<file path="src/rtl/dla_reset_sequencer_pkg.sv">
// Shared types and elaboration helpers for the staged reset sequencer.
//   seq_state_t : sequencer FSM states
//   cnt_width   : width of the hold/gap counter
//   idx_width   : width of the stage index
//   flat_idx    : position of (stage, copy) in the flattened o_sclrn bus
package dla_reset_sequencer_pkg;

  typedef enum logic [1:0] {
    ST_HOLD    = 2'd0,
    ST_RELEASE = 2'd1,
    ST_RUN     = 2'd2
  } seq_state_t;

  // Counter must hold the larger of the two cycle targets.
  function automatic int unsigned cnt_width(input int unsigned min_c,
                                            input int unsigned gap_c);
    int unsigned m;
    m = (min_c > gap_c) ? min_c : gap_c;
    return $clog2(m + 1);
  endfunction

  function automatic int unsigned idx_width(input int unsigned n);
    return (n > 1) ? $clog2(n) : 1;
  endfunction

  function automatic int unsigned flat_idx(input int unsigned k,
                                           input int unsigned c,
                                           input int unsigned ncopies);
    return k * ncopies + c;
  endfunction

endpackage

</file>
<file path="src/rtl/dla_reset_pipe.sv">
// One reset copy's output register chain.
//   clk      : clock
//   i_resetn : synchronous active-low clear of the whole chain
//   i_d      : stage release status
//   o_q      : i_d delayed by PIPE_DEPTH cycles (pass-through when 0)
module dla_reset_pipe #(
  parameter int PIPE_DEPTH = 1
) (
  input  logic clk,
  input  logic i_resetn,
  input  logic i_d,
  output logic o_q
);

  if (PIPE_DEPTH == 0) begin : g_bypass
    logic unused_pipe;
    assign unused_pipe = clk ^ i_resetn;
    assign o_q = i_d;
  end else begin : g_chain
    // Kept per copy so fan-out stays local to each consumer.
    (* dont_merge *) logic [PIPE_DEPTH-1:0] sr_q;

    // Clearing the chain keeps hardware-reset assertion at one cycle.
    always_ff @(posedge clk) begin
      if (!i_resetn) begin
        sr_q <= '0;
      end else begin
        sr_q[0] <= i_d;
        for (int i = 1; i < PIPE_DEPTH; i++) begin
          sr_q[i] <= sr_q[i-1];
        end
      end
    end

    assign o_q = sr_q[PIPE_DEPTH-1];
  end

endmodule

</file>
<file path="src/rtl/dla_reset_sequencer.sv">
// Staged reset sequencer: holds all stages in reset for a minimum time after
// hardware reset or a software request, then releases them in ascending order.
//   clk              : clock
//   i_resetn         : synchronous active-low hardware reset
//   i_sw_reset_req   : software reset request, level sampled each cycle
//   o_sw_reset_ack   : one-cycle pulse after a software sequence completes
//   o_stage_released : per-stage release status (before output pipeline)
//   o_ready          : all stages released
//   o_sclrn          : active-low resets, bit k*NUM_COPIES+c
module dla_reset_sequencer
  import dla_reset_sequencer_pkg::*;
#(
  parameter int NUM_STAGES        = 3,
  parameter int NUM_COPIES        = 2,
  parameter int MIN_ASSERT_CYCLES = 16,
  parameter int STAGE_GAP_CYCLES  = 8,
  parameter int PIPE_DEPTH        = 1
) (
  input  logic                             clk,
  input  logic                             i_resetn,
  input  logic                             i_sw_reset_req,
  output logic                             o_sw_reset_ack,
  output logic [NUM_STAGES-1:0]            o_stage_released,
  output logic                             o_ready,
  output logic [NUM_STAGES*NUM_COPIES-1:0] o_sclrn
);

  if (NUM_STAGES < 1)        begin : g_bad_stages $fatal(1, "NUM_STAGES must be >= 1"); end
  if (NUM_COPIES < 1)        begin : g_bad_copies $fatal(1, "NUM_COPIES must be >= 1"); end
  if (MIN_ASSERT_CYCLES < 1) begin : g_bad_min    $fatal(1, "MIN_ASSERT_CYCLES must be >= 1"); end
  if (STAGE_GAP_CYCLES < 1)  begin : g_bad_gap    $fatal(1, "STAGE_GAP_CYCLES must be >= 1"); end
  if (PIPE_DEPTH < 0)        begin : g_bad_pipe   $fatal(1, "PIPE_DEPTH must be >= 0"); end

  localparam int unsigned CNT_W = cnt_width(MIN_ASSERT_CYCLES, STAGE_GAP_CYCLES);
  localparam int unsigned IDX_W = idx_width(NUM_STAGES);

  localparam logic [CNT_W-1:0] CNT_MIN  = CNT_W'(MIN_ASSERT_CYCLES);
  localparam logic [CNT_W-1:0] CNT_GAP  = CNT_W'(STAGE_GAP_CYCLES - 1);
  localparam logic [CNT_W-1:0] CNT_MAX  = '1;
  localparam logic [IDX_W-1:0] LAST_IDX = IDX_W'(NUM_STAGES - 1);

  seq_state_t            state_q, state_d;
  logic [CNT_W-1:0]      cnt_q, cnt_d;
  logic [IDX_W-1:0]      idx_q, idx_d;
  logic [NUM_STAGES-1:0] released_q, released_d;
  logic                  ready_q, ready_d;
  logic                  ack_q, ack_d;
  logic                  pending_q, pending_d;

  // State register; hardware reset wins over everything.
  always_ff @(posedge clk) begin
    if (!i_resetn) begin
      state_q    <= ST_HOLD;
      cnt_q      <= '0;
      idx_q      <= '0;
      released_q <= '0;
      ready_q    <= 1'b0;
      ack_q      <= 1'b0;
      pending_q  <= 1'b0;
    end else begin
      state_q    <= state_d;
      cnt_q      <= cnt_d;
      idx_q      <= idx_d;
      released_q <= released_d;
      ready_q    <= ready_d;
      ack_q      <= ack_d;
      pending_q  <= pending_d;
    end
  end

  // Next-state logic. The cycle that releases the last stage also enters RUN,
  // so o_ready rises together with the final release bit.
  always_comb begin
    state_d    = state_q;
    cnt_d      = cnt_q;
    idx_d      = idx_q;
    released_d = released_q;
    ready_d    = ready_q;
    ack_d      = 1'b0;
    pending_d  = pending_q;

    if (i_sw_reset_req) begin
      state_d    = ST_HOLD;
      cnt_d      = '0;
      idx_d      = '0;
      released_d = '0;
      ready_d    = 1'b0;
      pending_d  = 1'b1;
    end else begin
      case (state_q)
        ST_HOLD: begin
          if (cnt_q >= CNT_MIN) begin
            cnt_d         = '0;
            idx_d         = '0;
            released_d[0] = 1'b1;
            if (NUM_STAGES == 1) begin
              state_d = ST_RUN;
              ready_d = 1'b1;
            end else begin
              state_d = ST_RELEASE;
            end
          end else if (cnt_q != CNT_MAX) begin
            cnt_d = cnt_q + CNT_W'(1);
          end
        end
        ST_RELEASE: begin
          if (cnt_q >= CNT_GAP) begin
            cnt_d = '0;
            idx_d = idx_q + IDX_W'(1);
            for (int k = 0; k < NUM_STAGES; k++) begin
              if (IDX_W'(k) == idx_d) released_d[k] = 1'b1;
            end
            if (idx_d == LAST_IDX) begin
              state_d = ST_RUN;
              ready_d = 1'b1;
            end
          end else if (cnt_q != CNT_MAX) begin
            cnt_d = cnt_q + CNT_W'(1);
          end
        end
        ST_RUN: begin
          ready_d = 1'b1;
          if (pending_q) begin
            ack_d     = 1'b1;
            pending_d = 1'b0;
          end
        end
        default: state_d = ST_HOLD;
      endcase
    end
  end

  assign o_stage_released = released_q;
  assign o_ready          = ready_q;
  assign o_sw_reset_ack   = ack_q;

  // Per-copy output chains.
  for (genvar k = 0; k < NUM_STAGES; k++) begin : g_stage
    for (genvar c = 0; c < NUM_COPIES; c++) begin : g_copy
      dla_reset_pipe #(
        .PIPE_DEPTH(PIPE_DEPTH)
      ) u_pipe (
        .clk      (clk),
        .i_resetn (i_resetn),
        .i_d      (released_q[k]),
        .o_q      (o_sclrn[flat_idx(k, c, NUM_COPIES)])
      );
    end
  end

endmodule

</file>
<file path="config.mk">
export PLATFORM = sky130hd
export DESIGN_NAME = dla_reset_sequencer
export DESIGN_NICKNAME = d
export VERILOG_FILES = /design/src/rtl/dla_reset_sequencer_pkg.sv /design/src/rtl/dla_reset_pipe.sv /design/src/rtl/dla_reset_sequencer.sv
export SDC_FILE = /design/constraint.sdc
export NUM_CORES = 1
export LEC_CHECK = 0
export CORE_AREA = 2 2 45 47
export DETAILED_ROUTE_END_ITERATION = 8
export DIE_AREA = 0 0 47 49
export GPL_TIMING_DRIVEN = 0
export PLACE_DENSITY = 0.84
export SLEW_MARGIN = 10
export SYNTH_ARGS = -nofsm -noshare
export SYNTH_HDL_FRONTEND = slang
export SYNTH_SLANG_ARGS = --single-unit
</file>
<file path="constraint.sdc">
create_clock -name clk -period 2.3 [get_ports clk]
set_clock_uncertainty 0.05 [all_clocks]
set_input_delay 0.46 -clock clk [delete_from_list [all_inputs] [get_ports clk]]
set_output_delay 0.46 -clock clk [all_outputs]
set_load 0.005 [all_outputs]
</file>
==> results of run 1 <==
layout make-up:
class | instances | area, sq um
Fill cell | 163 | 699
Multi-Input combinational cell | 58 | 437
Sequential cell | 18 | 360
Timing Repair Buffer | 13 | 130
Buffer | 15 | 125
Inverter | 9 | 33.8
Tap cell | 27 | 33.8
Clock buffer | 3 | 22.5
how the worst max path moves through the flow:
stage / start / end / cells past startpoint
5_1_grt: o_stage_released[0]$_SDFFE_PP0P_ / o_stage_released[0] / 2
3_3_place_gp: i_resetn / idx_q[0]$_SDFFE_PP0P_ / 5
6_report: o_stage_released[0]$_SDFFE_PP0P_ / o_stage_released[0] / 2
4_1_cts: o_stage_released[0]$_SDFFE_PP0P_ / o_stage_released[0] / 2
2_1_floorplan: cnt_q[0]$_SDFFE_PP0N_ / idx_q[0]$_SDFFE_PP0P_ / 4
3_5_place_dp: i_resetn / idx_q[0]$_SDFFE_PP0P_ / 5
sequential cells by signal (all words and copies together), names as in the netlist:
name / cells
cnt_q: 5
g_stage.g_copy.u_pipe.o_q: 3
o_stage_released: 3
idx_q: 2
state_q: 2
o_ready: 1
o_sw_reset_ack: 1
pending_q: 1
layout by cell type (no fill, tap or decap), drive strengths merged, types with 3 or more instances in the layout:
cell           synthesis  final
nor3                   4      4
a211oi                 3      3
nand2                  4      4
inv                    9      9
and2                   3      3
dfxtp                 18     18
clkdlybuf4s50          0     13
buf                   15     15
clkbuf                 0      3
ha                     5      5
a31oi                  4      4
logic make-up after synthesis:
| logic type | Yosys count |
|---|---|
| and+or+nand+nor | 30 |
| buffers and inverters | 24 |
| AOI/OAI and AO/OA | 22 |
| DFF | 18 |
| adders and majority gates | 5 |
| muxes | 1 |
through the flow:
step                      cell area (sq um)  hold slack (ns)
final                                  1140            0.420
after global routing                   1140            0.452
after CTS                              1140            0.422
after detailed placement               1120            0.406
after global placement                 1120            0.407
after floorplan                         956            0.391
cells in the mapped netlist (all sizes together), types with 3 or more instances:
library cell,count
a31oi,4
inv,9
nand2,4
buf,15
a211oi,3
ha,5
nor3,4
dfxtp,18
and2,3
power groups by stage:
| stage | combinational, W | sequential, W | clock [W] |
|---|---|---|---|
| 2_1_floorplan | 0.0000139 | 0.000325 | 0 |
| 3_3_place_gp | 0.0000211 | 0.000325 | 0 |
| 3_5_place_dp | 0.0000218 | 0.000325 | 0 |
| 4_1_cts | 0.0000219 | 0.000318 | 0.000157 |
| 5_1_grt | 0.0000243 | 0.000319 | 0.000163 |
| 6_report | 0.0000218 | 0.000318 | 0.000156 |
tightest hold or removal path, delay by kind of cell (launching register included):
family | cells | cell delay (ns)
AOI/OAI and AO/OA | 1 | 0.06
buffers and inverters | 1 | 0.05
DFF | 1 | 0.33
per-layer routing:
| layer | up-vias | global-route usage |
|---|---|---|
| met3 | 6 | 0.0333 |
| li1 | 379 | - |
| met2 | 34 | 0.292 |
| met1 | 354 | 0.206 |
| met5 | - | 0 |
| met4 | 0 | 0.0556 |
==> impl_metrics.toml, run 1 <==
[floorplanning]
pin_count = 14
core_sq_um = 1840
die_h_microns = 49
rows = 16
die_w_microns = 47
dieArea_sq_um = 2300
initial_core_util = 0.519

[timing]
rsz0062_at_grt = "false"
fin_tns_setup_ns = 0
fin_ws_ns = 0.503
fin_crit_ns = 1.80
slew_viol_final = 0
setup_viol = 0
period_share = 0.781
final-hold-violation-count = 0
fmax_ghz = 0.556
slew_headroom = 0.766
tightest_slew_ns = 0.350

[power_and_ir_drop]
power_w = 0.000496
p_switching_w = 0.000110
pwr-share-clk = 0.315
combPwrFrac = 0.044
internal_power_w = 0.000386
netSwitchingFraction = 0.221
p_seq_frac = 0.641
powerDensity_nw_per_um2 = 434
p_leak_nw = 0.442
ir_drop_uv = 289

[placement]
dp_slack_ns = 0.329
io_buffers = 13
gp_congestion = 0.860
dp_hpwl_microns = 1300
dp_cells = 140

[logic_synthesis]
syn-num-nets = 108
synth_cell_types = 38
yosysWarnings = 0
synth.largest_area_cell = "dfxtp_1"
synth_ff_type = "dfxtp_1"
synthAdderAreaFrac = 0.0654
synth_top_area_frac = 0.377
synth_edf_count = 0
async_reset_ff_frac = 0
netlist_top_cells_area = "dfxtp_1 38%, buf_4 7.9%, ha_1 6.5%"
synthCells = 100
yosys_register_bits = 18
muxShareOfSynthArea = 0.0105
syn_area_sq_um = 956
synth_compound_area_frac = 0.181
synth-simple-area-share = 0.200
postSynthAreaPerCell_sq_um = 9.56
ys_seq_area_frac = 0.377
synth_top_family_by_area = "simple AND/OR/NAND/NOR gates"
synth_xor_area_frac = 0

[routing]
wl_met2_microns = 836
dr_wl_met3_microns = 103
vias_per_cell = 5.41
route.detailed.drc = 0
highest_layer = "met4"
wire_per_inst_microns = 12.2
vias = 773
first_iter_violations = 26
wl_microns = 1740
ant_nets = 0
dr.pass1.iters = 4
wl_met1_microns = 768

[cells_and_area]
drive_gt1_frac = 0.190
utilization = 0.620
nets = 126
finalNonFillerCells = 143
syn2layout_area_growth_pct = 19.5
n_antenna_cell = 0

[cts]
cts_tree = "done"
cts-resized-gates = 0
root_buffer = "clkbuf_4"
clk_latency_ns = 0.30
clockBufferDepth = 2
cts_buffers = 3
clk_pin_slew_ns = 0.09
cts_setup_buffers = 0
holdBufCountCts = 0
cts_htree_levels = 1
clock-sinks = 18

[critical_path]
setup.worst_path.start_class = "flip-flop"
required_ns = 1.79
crit_chain = "buf_4 > clkdlybuf4s50_1"
r2r_slack_ns = 0.69
arrival_ns = 1.29
reg2reg_from = "cnt_q[0]$_SDFFE_PP0N_"
worst-r2r-cell-count = 4
crit_buf_inv = 2
end_kind = "primary output"
cpPeakStageDelay_ns = 0.48
path_class = "reg2out"
path_max_fanout = 4
crit_slowest_cell = "clkdlybuf4s50_1"
crit_family = "buffers and inverters"
reg2reg_to = "idx_q[1]$_SDFFE_PP0P_"

[min_path]
hold_depth = 2
holdPathEnd = "o_stage_released[2]$_SDFFE_PP0P_"
hold_path.startpoint = "o_stage_released[2]$_SDFFE_PP0P_"
hold_class = "reg2reg"

[global_route]
grt_pass1_wl_microns = 2950
grt_pass1_vias = 720
overflow = 0
grt_antenna_before_repair = 0
grt_max_degree = 11
track_usage = 0.171

[job]
cap_violations = 0

[outcome]
outcome = "complete, no violations"
Power figures use the tool's default switching activity.
==> run 2, diff against run 1 <==
--- a/config.mk
+++ b/config.mk
@@ -5,11 +5,11 @@
 export SDC_FILE = /design/constraint.sdc
 export NUM_CORES = 1
 export LEC_CHECK = 0
-export CORE_AREA = 2 2 45 47
+export CORE_AREA = 2 2 46 48
 export DETAILED_ROUTE_END_ITERATION = 8
-export DIE_AREA = 0 0 47 49
+export DIE_AREA = 0 0 48 50
 export GPL_TIMING_DRIVEN = 0
-export PLACE_DENSITY = 0.84
+export PLACE_DENSITY = 0.81
 export SLEW_MARGIN = 10
 export SYNTH_ARGS = -nofsm -noshare
 export SYNTH_HDL_FRONTEND = slang
==> constraint.sdc (replaced) <==
create_clock -name clk -period 1.7 [get_ports clk]
set_clock_uncertainty 0.05 [all_clocks]
set_input_delay 0.34 -clock clk [delete_from_list [all_inputs] [get_ports clk]]
set_output_delay 0.34 -clock clk [all_outputs]
set_load 0.005 [all_outputs]
==> impl_metrics.toml, run 2 (synthesized netlist as in run 1, its figures left out) <==
[timing]
fin_ws_ns = 0.0815
fin_crit_ns = 1.62
tightest_slew_ns = 0.384
fin_tns_setup_ns = 0
slew_headroom = 0.743
slew_viol_final = 0
period_share = 0.952
rsz0062_at_grt = "false"
final-hold-violation-count = 0
fmax_ghz = 0.618
setup_viol = 0

[power_and_ir_drop]
ir_drop_uv = 355
p_leak_nw = 0.440
combPwrFrac = 0.045
p_seq_frac = 0.644
internal_power_w = 0.000523
netSwitchingFraction = 0.219
pwr-share-clk = 0.311
powerDensity_nw_per_um2 = 584
power_w = 0.000670
p_switching_w = 0.000147

[critical_path]
crit_chain = "buf_4 > clkdlybuf4s50_1"
arrival_ns = 1.23
worst-r2r-cell-count = 4
cpPeakStageDelay_ns = 0.48
setup.worst_path.start_class = "flip-flop"
path_class = "reg2out"
reg2reg_to = "idx_q[0]$_SDFFE_PP0P_"
path_max_fanout = 3
crit_slowest_cell = "clkdlybuf4s50_1"
required_ns = 1.31
r2r_slack_ns = 0.13
end_kind = "primary output"
reg2reg_from = "cnt_q[0]$_SDFFE_PP0N_"
startpoint = "o_stage_released[1]$_SDFFE_PP0P_"

[routing]
ant_nets = 0
route.detailed.drc = 0
vias_per_cell = 5.31
wire_per_inst_microns = 11.7
vias = 759
first_iter_violations = 8
dr.pass1.iters = 4
wl_microns = 1680

[cts]
clk_latency_ns = 0.29
clock-sinks = 18
cts_htree_levels = 1
root_buffer = "clkbuf_4"
clk_pin_slew_ns = 0.10
cts_buffers = 3
clockBufferDepth = 2
holdBufCountCts = 0
cts_tree = "done"

[min_path]
hold_path.startpoint = "o_stage_released[0]$_SDFFE_PP0P_"
hold_class = "reg2reg"
holdPathEnd = "o_stage_released[0]$_SDFFE_PP0P_"
hold_depth = 2

[global_route]
overflow = 0
track_usage = 0.157
grt_max_degree = 11
grt_pass1_wl_microns = 2740
grt_antenna_before_repair = 0
grt_pass1_vias = 664

[placement]
gp_congestion = 0.819
dp_hpwl_microns = 1240
place_area_sq_um = 1120
io_buffers = 13
dp_slack_ns = -0.161

[outcome]
outcome = "complete, no violations"

[cells_and_area]
largest-register = "cnt_q"
layout_commonest_cell = "dfxtp_1"
syn2layout_area_growth_pct = 19.9
final_cell_mix = "17 x dfxtp_1, 13 x clkdlybuf4s50_1, 10 x buf_4"
final_area_sq_um = 1150
nets = 126
largest_reg_flops = 5
drive_gt1_frac = 0.207
n_antenna_cell = 0

[floorplanning]
initial_core_util = 0.503
rows = 16
die_w_microns = 48
core_sq_um = 1900
dieArea_sq_um = 2400
die_h_microns = 50
pin_count = 14

[job]
cap_violations = 0
## run 2: cell types whose count changed in the layout (fill, tap and decap cells not counted)
cell and delta:
dfxtp_1 -1, dfxtp_2 +1, ha_1 -1, ha_2 +1
## run 2: worst max-delay path by stage
stage	endpoint	slack [ns]	cells after the start
2_1_floorplan	idx_q[0]$_SDFFE_PP0P_	0.25	4
3_3_place_gp	idx_q[0]$_SDFFE_PP0P_	-0.15	5
3_5_place_dp	idx_q[0]$_SDFFE_PP0P_	-0.16	5
4_1_cts	o_stage_released[0]	0.04	2
5_1_grt	o_stage_released[1]	0.01	2
6_report	o_stage_released[1]	0.08	2
## run 2: critical path: cells and delay by family (launching register included)
kind | cells | cell delay, ns
DFF | 1 | 0.35
buffers and inverters | 2 | 0.59
## run 2: area by class of cell
class / count / area (sq um)
multi-input cells: 58 / 439
clock buffers: 3 / 22.5
fillers: 156 / 756
flip-flops and latches: 18 / 362
well taps: 27 / 33.8
repair buffers: 13 / 130
plain buffers: 15 / 125
inverters: 9 / 33.8
## run 2: timing repair
| item | in CTS | in global routing |
|---|---|---|
| buffers inserted | 0 | 0 |
| gates resized for setup | 0 | 2 |
| setup endpoints to repair | 0 | 3 |
## run 2: metrics by stage
step           utilization  hold WS (ns)  std cells
4_1_cts              0.601         0.428        143
6_report             0.603         0.425        143
2_1_floorplan            -         0.391        100
5_1_grt              0.603         0.455        143
3_3_place_gp         0.589         0.409        140
3_5_place_dp         0.589         0.411        140
## run 2: routing by layer
metal	up-vias	wire length [microns]	global-route usage
li1	380	-	-
met1	346	790	0.211
met2	27	781	0.242
met3	6	84	0.0330
met4	0	21	0.0541
met5	-	0	0
## run 2: power groups by stage
stage	clock (W)	combinational (W)	sequential (W)
6_report	0.000208	0.0000302	0.000431
3_5_place_dp	0	0.0000299	0.000440
3_3_place_gp	0	0.0000289	0.000440
5_1_grt	0.000232	0.0000324	0.000432
2_1_floorplan	0	0.0000189	0.000439
4_1_cts	0.000212	0.0000302	0.000431
==> RTL change: new RTL, settings of run 1 <==
The parameter `STAGE_GAP_CYCLES` goes from 8 to 12.
--- a/src/rtl/dla_reset_sequencer.sv
+++ b/src/rtl/dla_reset_sequencer.sv
@@ -15,3 +15,3 @@
   parameter int MIN_ASSERT_CYCLES = 16,
-  parameter int STAGE_GAP_CYCLES  = 8,
+  parameter int STAGE_GAP_CYCLES  = 12,
   parameter int PIPE_DEPTH        = 1
Formal check against the unedited RTL: no difference found for any inputs over 10 cycles, from zero or initial values and one cycle with i_resetn low; that may be too few to reach the edited logic, so the function may still have changed.
==> RTL change against run 1 <==
Setup slack better by 0.042 ns; routed wire length fell by 15%; total power up 7.1%; final cell count decreased by 7.0%; clock power grew 25%; sequential cell count stayed put; cell area shrank 9.5%; synthesized area shrank 13%; sequential share of layout area increased by 3.3 points; critical endpoint unchanged; largest cell class unchanged.
==> RTL change: results (changes against run 1) <==
Route
  • Total Wirelength: 1483 um (-15%)
  • Initial DRC count: 10 (-62%)
  • Via count: 650 (-16%)
  • WL met3: 90 um (-13%)
  • Max layer used: met4
  • Wire length on met1: 645 um (-16%)
  • Met2 wire len: 723 um (-14%)

Layout
  • Seq cells: 18 (unchanged)
  • Non-CTS inverters: 6 (-3)
  • #MultiIn Comb: 54 (-6.9%)
  • Clkbuf count: 4 (+1)
  • Fraction of area in multi-input gates: 36.32% (-1.9 points)
  • Buffering overhead: 19.85% (-2.5 points)
  • Clock network share of area: 3.511% (+1.5 points)
  • Post-layout net count: 115 (-8.7%)
  • Fill count: 183 (+12%)
  • Fraction of layout cells with a size suffix above 1: 16.98% (-2.0 points)
  • Seq area share: 34.87% (+3.3 points)

Logic synthesis
  • Yosys cell types: 32 (-16%)
  • Top post-synthesis cells by count: dfxtp_1, buf_4, inv_1
  • Post-Synth Adder-Cell Area: 7.508% (+0.96 points)
  • Most area-consuming cells after synthesis: dfxtp_1, buf_4, ha_1
  • Proportion of synthesized area in mux cells: 0% (-1.0 points)
  • Compound-Gate Fraction of Synth Area: 19.67% (+1.6 points)

Power
  • Psw: 0.0001117 W (+1.7%)
  • Leakage dissipation: 0.4227 nW (-4.4%)

Global routing
  • GRT Util Overall: 15.34% (-1.8 points)
  • First-pass GRT wire length: 2511 um (-15%)
  • Routing usage on met1: 18.12% (-2.5 points)
  • Global routing usage on met2: 23.29% (-5.9 points)
  • Met3 usage: 7.778% (+4.4 points)

Worst setup path
  • Critical-path maximum fanout: 3 (-1)
  • Reg2Reg Setup Slack: 0.56 ns (-0.13 ns)
  • Crit path arrival time: 1.25 ns (-0.04 ns)

STA
  • Minimum hold slack: 0.4134 ns (-0.006831 ns)
  • Worst Max-Slew Pin Slew: 0.4856 ns (+0.1352 ns)

CTS
  • Post-cts resize count: 0 (unchanged)

Outcome
  • Status: completed

Place
  • GPL Wtd Cong: 0.7658 (-11%)
  • Cells after DPL: 129 (-7.9%)
  • DP HPWL: 1094 um (-16%)
  • Area after DPL: 997.2 sq um (-11%)
  • DP Worst Slack: 0.3046 ns (-0.02422 ns)
==> RTL change: worst paths after layout <==
kind | start | endpoint | cells past startpoint
min | o_ready$_SDFFE_PP0P_ | o_ready$_SDFFE_PP0P_ | 2
max | o_stage_released[0]$_SDFFE_PP0P_ | o_stage_released[0] | 2
min reg2reg | o_ready$_SDFFE_PP0P_ | o_ready$_SDFFE_PP0P_ | 2
max reg2reg | cnt_q[1]$_SDFFE_PP0N_ | idx_q[1]$_SDFFE_PP0P_ | 5
==> RTL change: power groups by stage <==
stage | logic (W) | registers, W | clock network (W)
6_report | 0.0000187 | 0.000318 | 0.000195
5_1_grt | 0.0000208 | 0.000318 | 0.000217
4_1_cts | 0.0000187 | 0.000318 | 0.000203
3_5_place_dp | 0.0000180 | 0.000325 | 0
3_3_place_gp | 0.0000172 | 0.000324 | 0
2_1_floorplan | 0.0000107 | 0.000324 | 0
==> RTL change: critical path, stage by stage, from the launching register on <==
cell	delay, ns
dfxtp_1	0.36
buf_4	0.11
clkdlybuf4s50_1	0.48
